===== config.mk =====
export PLATFORM = sky130hd
export DESIGN_NAME = multiplier
export DESIGN_NICKNAME = d
export VERILOG_FILES = /design/src/rtl/multiplier.sv
export SDC_FILE = /design/constraint.sdc
export NUM_CORES = 1
export LEC_CHECK = 0
export CAP_MARGIN = 5
export CORE_UTILIZATION = 58
export CTS_CLUSTER_DIAMETER = 200
export DETAILED_ROUTE_END_ITERATION = 7
export GPL_TIMING_DRIVEN = 0
export PLACE_DENSITY_LB_ADDON = 0.05
export SLEW_MARGIN = 20
export SYNTH_ARGS = -nofsm -noshare
export SYNTH_HDL_FRONTEND = slang
export SYNTH_SLANG_ARGS = --single-unit

===== constraint.sdc =====
create_clock -name clk -period 6.4 [get_ports clk]
set_input_delay 0.96 -clock clk [delete_from_list [all_inputs] [get_ports clk]]
set_output_delay 0.96 -clock clk [all_outputs]
set_load 0.005 [all_outputs]

===== src/rtl/multiplier.sv =====
// multiplier: sequential shift-add unsigned multiplier, one bit per cycle.
//   clk, rst (sync, active-high); init starts an op from IDLE;
//   in_A/in_B captured at start; product holds the last result;
//   busy high during the op; done strobes one cycle at completion.
module multiplier #(
  parameter int WIDTH = 16
) (
  input  logic               clk,
  input  logic               rst,
  input  logic               init,
  input  logic [WIDTH-1:0]   in_A,
  input  logic [WIDTH-1:0]   in_B,
  output logic [2*WIDTH-1:0] product,
  output logic               busy,
  output logic               done
);
  localparam int CW = $clog2(WIDTH);
  typedef enum logic [1:0] {IDLE, CALC, DONE} state_t;
  state_t state, state_n;
  logic [WIDTH-1:0] a, hi, lo, a_n, hi_n, lo_n;
  logic [CW-1:0] cnt, cnt_n;
  logic [2*WIDTH-1:0] product_n;
  logic busy_n, done_n;
  logic [WIDTH:0] sum;
  // sum is the 17-bit {carry, hi}; shifting {sum, lo} right keeps the carry
  always_comb begin
    sum       = {1'b0, hi} + {1'b0, lo[0] ? a : '0};
    state_n   = state;
    a_n       = a;
    hi_n      = hi;
    lo_n      = lo;
    cnt_n     = cnt;
    product_n = product;
    busy_n    = busy;
    done_n    = 1'b0;
    case (state)
      IDLE: if (init) begin
        state_n = CALC;
        a_n     = in_A;
        hi_n    = '0;
        lo_n    = in_B;
        cnt_n   = '0;
        busy_n  = 1'b1;
      end
      CALC: begin
        hi_n  = sum[WIDTH:1];
        lo_n  = {sum[0], lo[WIDTH-1:1]};
        cnt_n = cnt + 1'b1;
        if (cnt == CW'(WIDTH-1)) begin
          state_n   = DONE;
          product_n = {sum, lo[WIDTH-1:1]};
          done_n    = 1'b1;
          busy_n    = 1'b0;
        end
      end
      default: state_n = IDLE;
    endcase
  end
  always_ff @(posedge clk) begin
    if (rst) begin
      state   <= IDLE;
      a       <= '0;
      hi      <= '0;
      lo      <= '0;
      cnt     <= '0;
      product <= '0;
      busy    <= 1'b0;
      done    <= 1'b0;
    end else begin
      state   <= state_n;
      a       <= a_n;
      hi      <= hi_n;
      lo      <= lo_n;
      cnt     <= cnt_n;
      product <= product_n;
      busy    <= busy_n;
      done    <= done_n;
    end
  end
endmodule


==> out/qor.yml, run 1 <==
status: "finished, final reports clean"
slew-limit-headroom_pct: 54.7
routed_wl_mm: 10.7
place_area_um2: 5090
grt_pass1_vias: 3586
tightest_slew_ns: 0.679
ant_nets: 0
dp_slack_ns: 3.42
hold_path_depth: 2
avgSynthCellArea_um2: 7.81
crit_start: "lo[0]"
critPathMaxFanout: 10
fin_worst_skew_ns: 0.00895
die-area_um2: 7770
grtUsageTotal_pct: 28.6
p_total_uw: 1130
clockRootBuffer: "clkbuf_8"
multi_input_area_um2: 2300
crit_type: "register to register"
cts_max_path_buffers: 2
hold_start: "product[5]"
dieWidth_um: 88.2
ys_ff_latch: 88
area_growth_pct: 23.6
fill_cells: 581
cp.arrival_ns: 3.26
drv_slew: 0
antenna_found_initial: 0
clk_pin_slew_worst_paths_ns: 0.09
timing.fmax_ghz: 0.329
place.gp.congestion: 0.864
cts_hold_buf: 0
postSynthCellCount: 551
regToRegSetupSlack_ns: 3.36
fin_nets: 681
cts_num_sinks: 88
post_cts_buffers: 0
num_rows: 31
drive_gt1_share_pct: 6.79
synth_warnings: 0
r2r_cells: 10
vias: 4081
die_h_um: 88.2
cts_buffers: 9
r2r-end: "product[31]"
grt_overflow: 0
insertion_delay_ns: 0.36
end_kind: "register"
ctsResizeCount: 0
fin_tns_setup_ns: 0
grt_max_degree: 16
dp_hpwl_mm: 7.65
post-route-min-period_ns: 3.04
powerDensity_nw_per_um2: 213
final_area_um2: 5320
finalCritPeriodShare_pct: 47.4
ioPinCount: 69
start_util_pct: 59.7
drc_errors: 0
io_buffers: 66
r2r-start: "lo[0]"
cts_tree: "built"
drt-vias-per-instance: 5.58
cap_violations: 0
core_um2: 7210
grt_pass1_wl_mm: 17.1
syn_nets: 604
firstDrtPassIters: 5
rsz0062_at_grt: "no"
n_antenna_cell: 0
ys_seq_area_share_pct: 40.9
drt_iter0_drc: 220
worst_hold_path.endpoint: "product[5]"
hold_viol: 0
wl_per_cell_um: 14.6
p_leak_uw: 0.00213
min_path_type: "register to register"
syn-cell-area_um2: 4310
setup_viol: 0
fin_ws_ns: 3.36
ir_drop_v: 0.000142
htree_num_levels: 3
cp.required_ns: 6.62
yosysUniqueCellTypes: 51
seq_area_um2: 1760
critPathLaunchType: "register"
[worst max-delay path by stage]
stage,endpoint,slack [ns]
2_1_floorplan,hi[11],3.91
3_3_place_gp,product[31],3.42
3_5_place_dp,hi[11],3.42
4_1_cts,product[31],3.37
5_1_grt,product[31],3.18
6_report,product[31],3.36
[critical path, cell delays in order, from the launching register on]
cell,delay (ns)
dfxtp_1,0.41
clkbuf_1,0.24
and2_1,0.21
ha_1,0.22
fa_1,0.43
a211oi_1,0.35
o21ai_1,0.23
a21boi_2,0.32
nor2b_1,0.09
a211oi_2,0.28
a2111oi_2,0.12
[metal layers]
metal	global-route usage, %	part of all wire [%]	vias to the layer above
li1	-	-	2038
met1	39.6	47	1915
met2	44.4	46	113
met3	4.52	5.5	15
met4	12.2	1.6	0
met5	0	0	-
[layout by cell type (no fill, tap or decap), types with 10 or more instances in the layout]
cell type	Yosys	layout
clkdlybuf4s50_1	0	66
and2_1	16	16
nor2_1	40	40
clkbuf_1	21	21
inv_1	21	21
clkbuf_8	0	10
dfxtp_1	88	88
a22o_1	11	11
ha_1	17	17
xnor2_1	10	10
a21oi_1	88	88
o21ai_0	38	38
buf_2	12	12
nand2_1	106	106
[stage by stage]
step	utilization, %	instances	hold slack, ns
6_report	73.7	732	0.456
5_1_grt	73.7	732	0.478
4_1_cts	73.7	732	0.456
3_5_place_dp	70.6	716	0.443
3_3_place_gp	70.6	716	0.437
2_1_floorplan	-	551	0.432
[cell usage after synthesis (all sizes together)]
library cell / instances / area share (%)
xor2: 4 / 0.81
nand2b: 3 / 0.44
nor4b: 1 / 0.20
a2111oi: 1 / 0.35
a41oi: 3 / 0.61
clkbuf: 21 / 1.8
a211o: 2 / 0.41
o211a: 1 / 0.23
or2: 1 / 0.15
xnor2: 10 / 2.0
a21boi: 1 / 0.26
and2: 16 / 2.3
a211oi: 4 / 0.81
o22ai: 1 / 0.15
a22oi: 7 / 1.2
o21a: 1 / 0.17
a31oi: 4 / 0.93
and3: 1 / 0.15
nand2: 107 / 9.4
nor2: 41 / 3.6
o21ai: 42 / 4.9
nor3: 6 / 0.70
nor3b: 3 / 0.52
a21o: 5 / 0.90
nand3: 4 / 0.46
mux2: 1 / 0.26
nor2b: 2 / 0.29
o21bai: 3 / 0.52
inv: 21 / 1.8
nor4: 2 / 0.44
fa: 1 / 0.46
a22o: 11 / 2.2
o211ai: 2 / 0.58
buf: 17 / 2.0
dfxtp: 88 / 41
nand4: 4 / 0.58
a31o: 1 / 0.20
ha: 17 / 4.9
o41ai: 1 / 0.64
clkinv: 1 / 0.087
a21oi: 89 / 10
[logic make-up (layout without fill, tap and decap cells)]
logic type / Yosys count / count (layout) / synth area share (%)
xor+xnor: 14 / 14 / 2.85
flops: 88 / 88 / 40.9
simple gates: 191 / 191 / 19.3
compound gates: 179 / 179 / 25.5
mux: 1 / 1 / 0.262
buf+inv: 60 / 142 / 5.75
fa+ha+maj: 18 / 18 / 5.41
[report_power, final]
| group | internal [uW] | switching (uW) |
|---|---|---|
| combinational | 45.9 | 62.7 |
| clock | 232 | 210 |
| sequential | 566 | 16.0 |
[registers in the layout, indices dropped and copies added (netlist names)]
signal   flops
hi          16
lo          16
a           16
done         1
cnt          4
busy         1
state        2
product     32
[cell type report]
| cell class | instances | share of cell area [%] |
|---|---|---|
| repair buffers | 66 | 12.4 |
| plain buffers | 38 | 3.10 |
| flip-flops and latches | 88 | 33.1 |
| multi-input cells | 403 | 43.2 |
| inverters | 22 | 1.55 |
| well taps | 99 | 2.33 |
| clock inverters | 6 | 1.74 |
| clock buffers | 10 | 2.59 |
(Power assumes the default switching activity.)
==> run 2, diff against run 1 <==
--- a/config.mk
+++ b/config.mk
@@ -6,7 +6,7 @@
 export NUM_CORES = 1
 export LEC_CHECK = 0
 export CAP_MARGIN = 5
-export CORE_UTILIZATION = 58
+export CORE_UTILIZATION = 54
 export CTS_CLUSTER_DIAMETER = 200
 export DETAILED_ROUTE_END_ITERATION = 7
 export GPL_TIMING_DRIVEN = 0
==> constraint.sdc (replaced) <==
create_clock -name clk -period 3.07 [get_ports clk]
set_input_delay 0.4605 -clock clk [delete_from_list [all_inputs] [get_ports clk]]
set_output_delay 0.4605 -clock clk [all_outputs]
set_load 0.005 [all_outputs]
==> run 2 against run 1 <==
Net effect:
- critical endpoint unchanged
- count of clock-buffer cells in the layout fell by 1
- via count shrank 2.4%
- highest routed layer unchanged
- final cell count up 0.27%
- flip-flop and latch count unchanged
- global-route usage decreased by 2.3 points
- utilization is 5.3 points lower
- sequential share of layout area increased by 0.21 points
- hold slack got worse by 0.0023 ns
- die area is 7.2% higher
- fmax is 2.5% higher
==> out/qor.yml, run 2 (synthesis results as in run 1) <==
ioPinCount: 69  # unchanged
r2r-end: "product[31]"
cp_top_family: "compound AO/OA/AOI/OAI gates"
drv_slew: 0  # unchanged
clk_pin_slew_worst_paths_ns: 0.08  # about the same
crit_top_cell: "a211oi_2"
fin_tns_setup_ns: 0  # unchanged
top_register: "product"
cts_buffers: 9  # unchanged
status: "finished, final reports clean"
grt_max_degree: 14  # -2
final_cell_mix: "nand2_1 (106), a21oi_1 (88), dfxtp_1 (88)"
slew-limit-headroom_pct: 57.1  # +2.4 points
hold_start: "a[11]"
die-area_um2: 8330  # +7.2%
clockRootBuffer: "clkbuf_8"
ir_drop_v: 0.000281  # +98%
critPathMaxFanout: 10  # unchanged
post-route-min-period_ns: 2.96  # -0.0754 ns
largest_reg_flops: 32  # unchanged
layout_commonest_cell: "nand2_1"
path_buf_inv: 1  # unchanged
crit_type: "register to register"
p_leak_uw: 0.00212  # -0.43%
critPathLaunchType: "register"
crit_chain: "clkbuf_1, and2_1, ha_1, fa_1, a211oi_2, o21ai_1, a21boi_2, nor2b_1, a211oi_2, a2111oi_2"
cap_violations: 0  # unchanged
cts_tree: "built"
hold_slack_ns: 0.454  # -0.00233 ns
num_rows: 32  # +3.2%
drive_gt1_share_pct: 6.96  # +0.17 points
drc_errors: 0  # unchanged
die_h_um: 91.3  # +3.6%
final_cells: 734  # +0.27%
regToRegSetupSlack_ns: 0.11  # -3.25 ns
hold_path_depth: 2  # unchanged
cts_max_path_buffers: 2  # unchanged
vias: 3982  # -2.4%
end_kind: "register"
r2r_cells: 10  # unchanged
r2r-start: "lo[0]"
worst_hold_path.endpoint: "a[11]"
dieWidth_um: 91.3  # +3.6%
fin_nets: 682  # +0.15%
dp_hpwl_mm: 7.59  # -0.70%
timing.fmax_ghz: 0.338  # +2.5%
cp.arrival_ns: 3.17  # -0.09 ns
tightest_slew_ns: 0.642  # -0.0366 ns
grt_pass1_vias: 3734  # +4.1%
core_um2: 7730  # +7.1%
n_antenna_cell: 0  # unchanged
crit_slowest_cell: "fa_1"
finalCritPeriodShare_pct: 96.4  # +49 points
grt_overflow: 0  # unchanged
ant_nets: 0  # unchanged
antenna_found_initial: 0  # unchanged
cts_num_sinks: 88  # unchanged
routed_wl_mm: 10.5  # -1.8%
grtUsageTotal_pct: 26.4  # -2.3 points
start_util_pct: 55.7  # -4.0 points
cp.required_ns: 3.28  # -3.34 ns
drt-vias-per-instance: 5.43  # -2.7%
setup_viol: 0  # unchanged
wl_per_cell_um: 14.2  # -2.1%
firstDrtPassIters: 5  # unchanged
fin_worst_skew_ns: 0.0110  # +0.00208 ns
min_path_type: "register to register"
grt_pass1_wl_mm: 17.7  # +3.8%
hold_viol: 0  # unchanged
cts_hold_buf: 0  # unchanged
slowest_delay_ns: 0.46  # +0.03 ns
drt_iter0_drc: 149  # -32%
area_growth_pct: 22.8
powerDensity_nw_per_um2: 416  # +95%
place.gp.congestion: 0.888  # +2.8%
htree_num_levels: 3  # unchanged
dpl.cell_count: 719  # +0.42%
io_buffers: 66  # unchanged
insertion_delay_ns: 0.36  # about the same
[run 2: changes by cell type in the layout (fill, tap and decap cells not counted), sizes merged]
cell,change
clkbuf,-1
clkinv,+2
bufinv,-1
buf,+1
clkinvlp,-2
[run 2: metrics by stage]
step	area [um2]	worst slack, ns	util, %	total power (uW)
final	5290	0.109	68.4	2200
after global routing	5290	-0.0181	68.4	2290
after global placement	5090	0.0820	65.9	1450
after floorplan	4310	0.581	-	1370
after CTS	5270	0.0349	68.2	2200
after detailed placement	5090	0.0876	65.9	1460
[run 2: power by group]
group          internal [uW]  switching, uW  total [uW]  leakage [uW]
clock                    362            398         760     0.0000945
sequential              1180           33.5        1210      0.000716
combinational           95.8            129         225       0.00131
[run 2: cell type report]
class	instances	area, um2
Fill cell	645	2440
Multi-Input combinational cell	403	2310
Sequential cell	88	1760
Timing Repair Buffer	67	668
Buffer	38	165
Tap cell	102	128
Clock buffer	9	124
Inverter	22	82.6
Clock inverter	5	50.0
[run 2: worst max-delay path by stage]
stage                from          end  slack, ns  depth (start not counted)
finish              lo[0]  product[31]       0.11                         10
global route        lo[0]  product[31]      -0.02                         10
CTS                 lo[0]  product[31]       0.03                         10
detailed placement  lo[0]       hi[11]       0.09                         10
global placement    lo[0]  product[31]       0.08                         10
floorplan           lo[0]       hi[11]       0.58                         10
[run 2: what timing repair did]
item                                    CTS  global route
resized for setup                         0             2
endpoints found under the setup margin    0             4
setup buffers                             0             1
[run 2: layer usage]
| metal | up-vias | global-route usage [%] | part of all wire, % |
|---|---|---|---|
| li1 | 2033 | - | - |
| met1 | 1832 | 37.5 | 49 |
| met2 | 104 | 41.5 | 45 |
| met3 | 13 | 3.27 | 5.1 |
| met4 | 0 | 8.47 | 1.3 |
| met5 | - | 0 | 0 |
[run 2: worst min-delay path, delay by kind of cell, from the launching register on]
family | cells | cell delay (ns)
DFF | 1 | 0.31
and+or+nand+nor | 1 | 0.05
AOI/OAI and AO/OA | 1 | 0.05
==> run 3, diff against run 2 <==
--- a/config.mk
+++ b/config.mk
@@ -5,7 +5,7 @@
 export SDC_FILE = /design/constraint.sdc
 export NUM_CORES = 1
 export LEC_CHECK = 0
-export CAP_MARGIN = 5
+export CAP_MARGIN = 20
 export CORE_UTILIZATION = 54
 export CTS_CLUSTER_DIAMETER = 200
 export DETAILED_ROUTE_END_ITERATION = 7
==> results of run 3 <==
Final layout, timing and power as in run 2 (identical DEF).
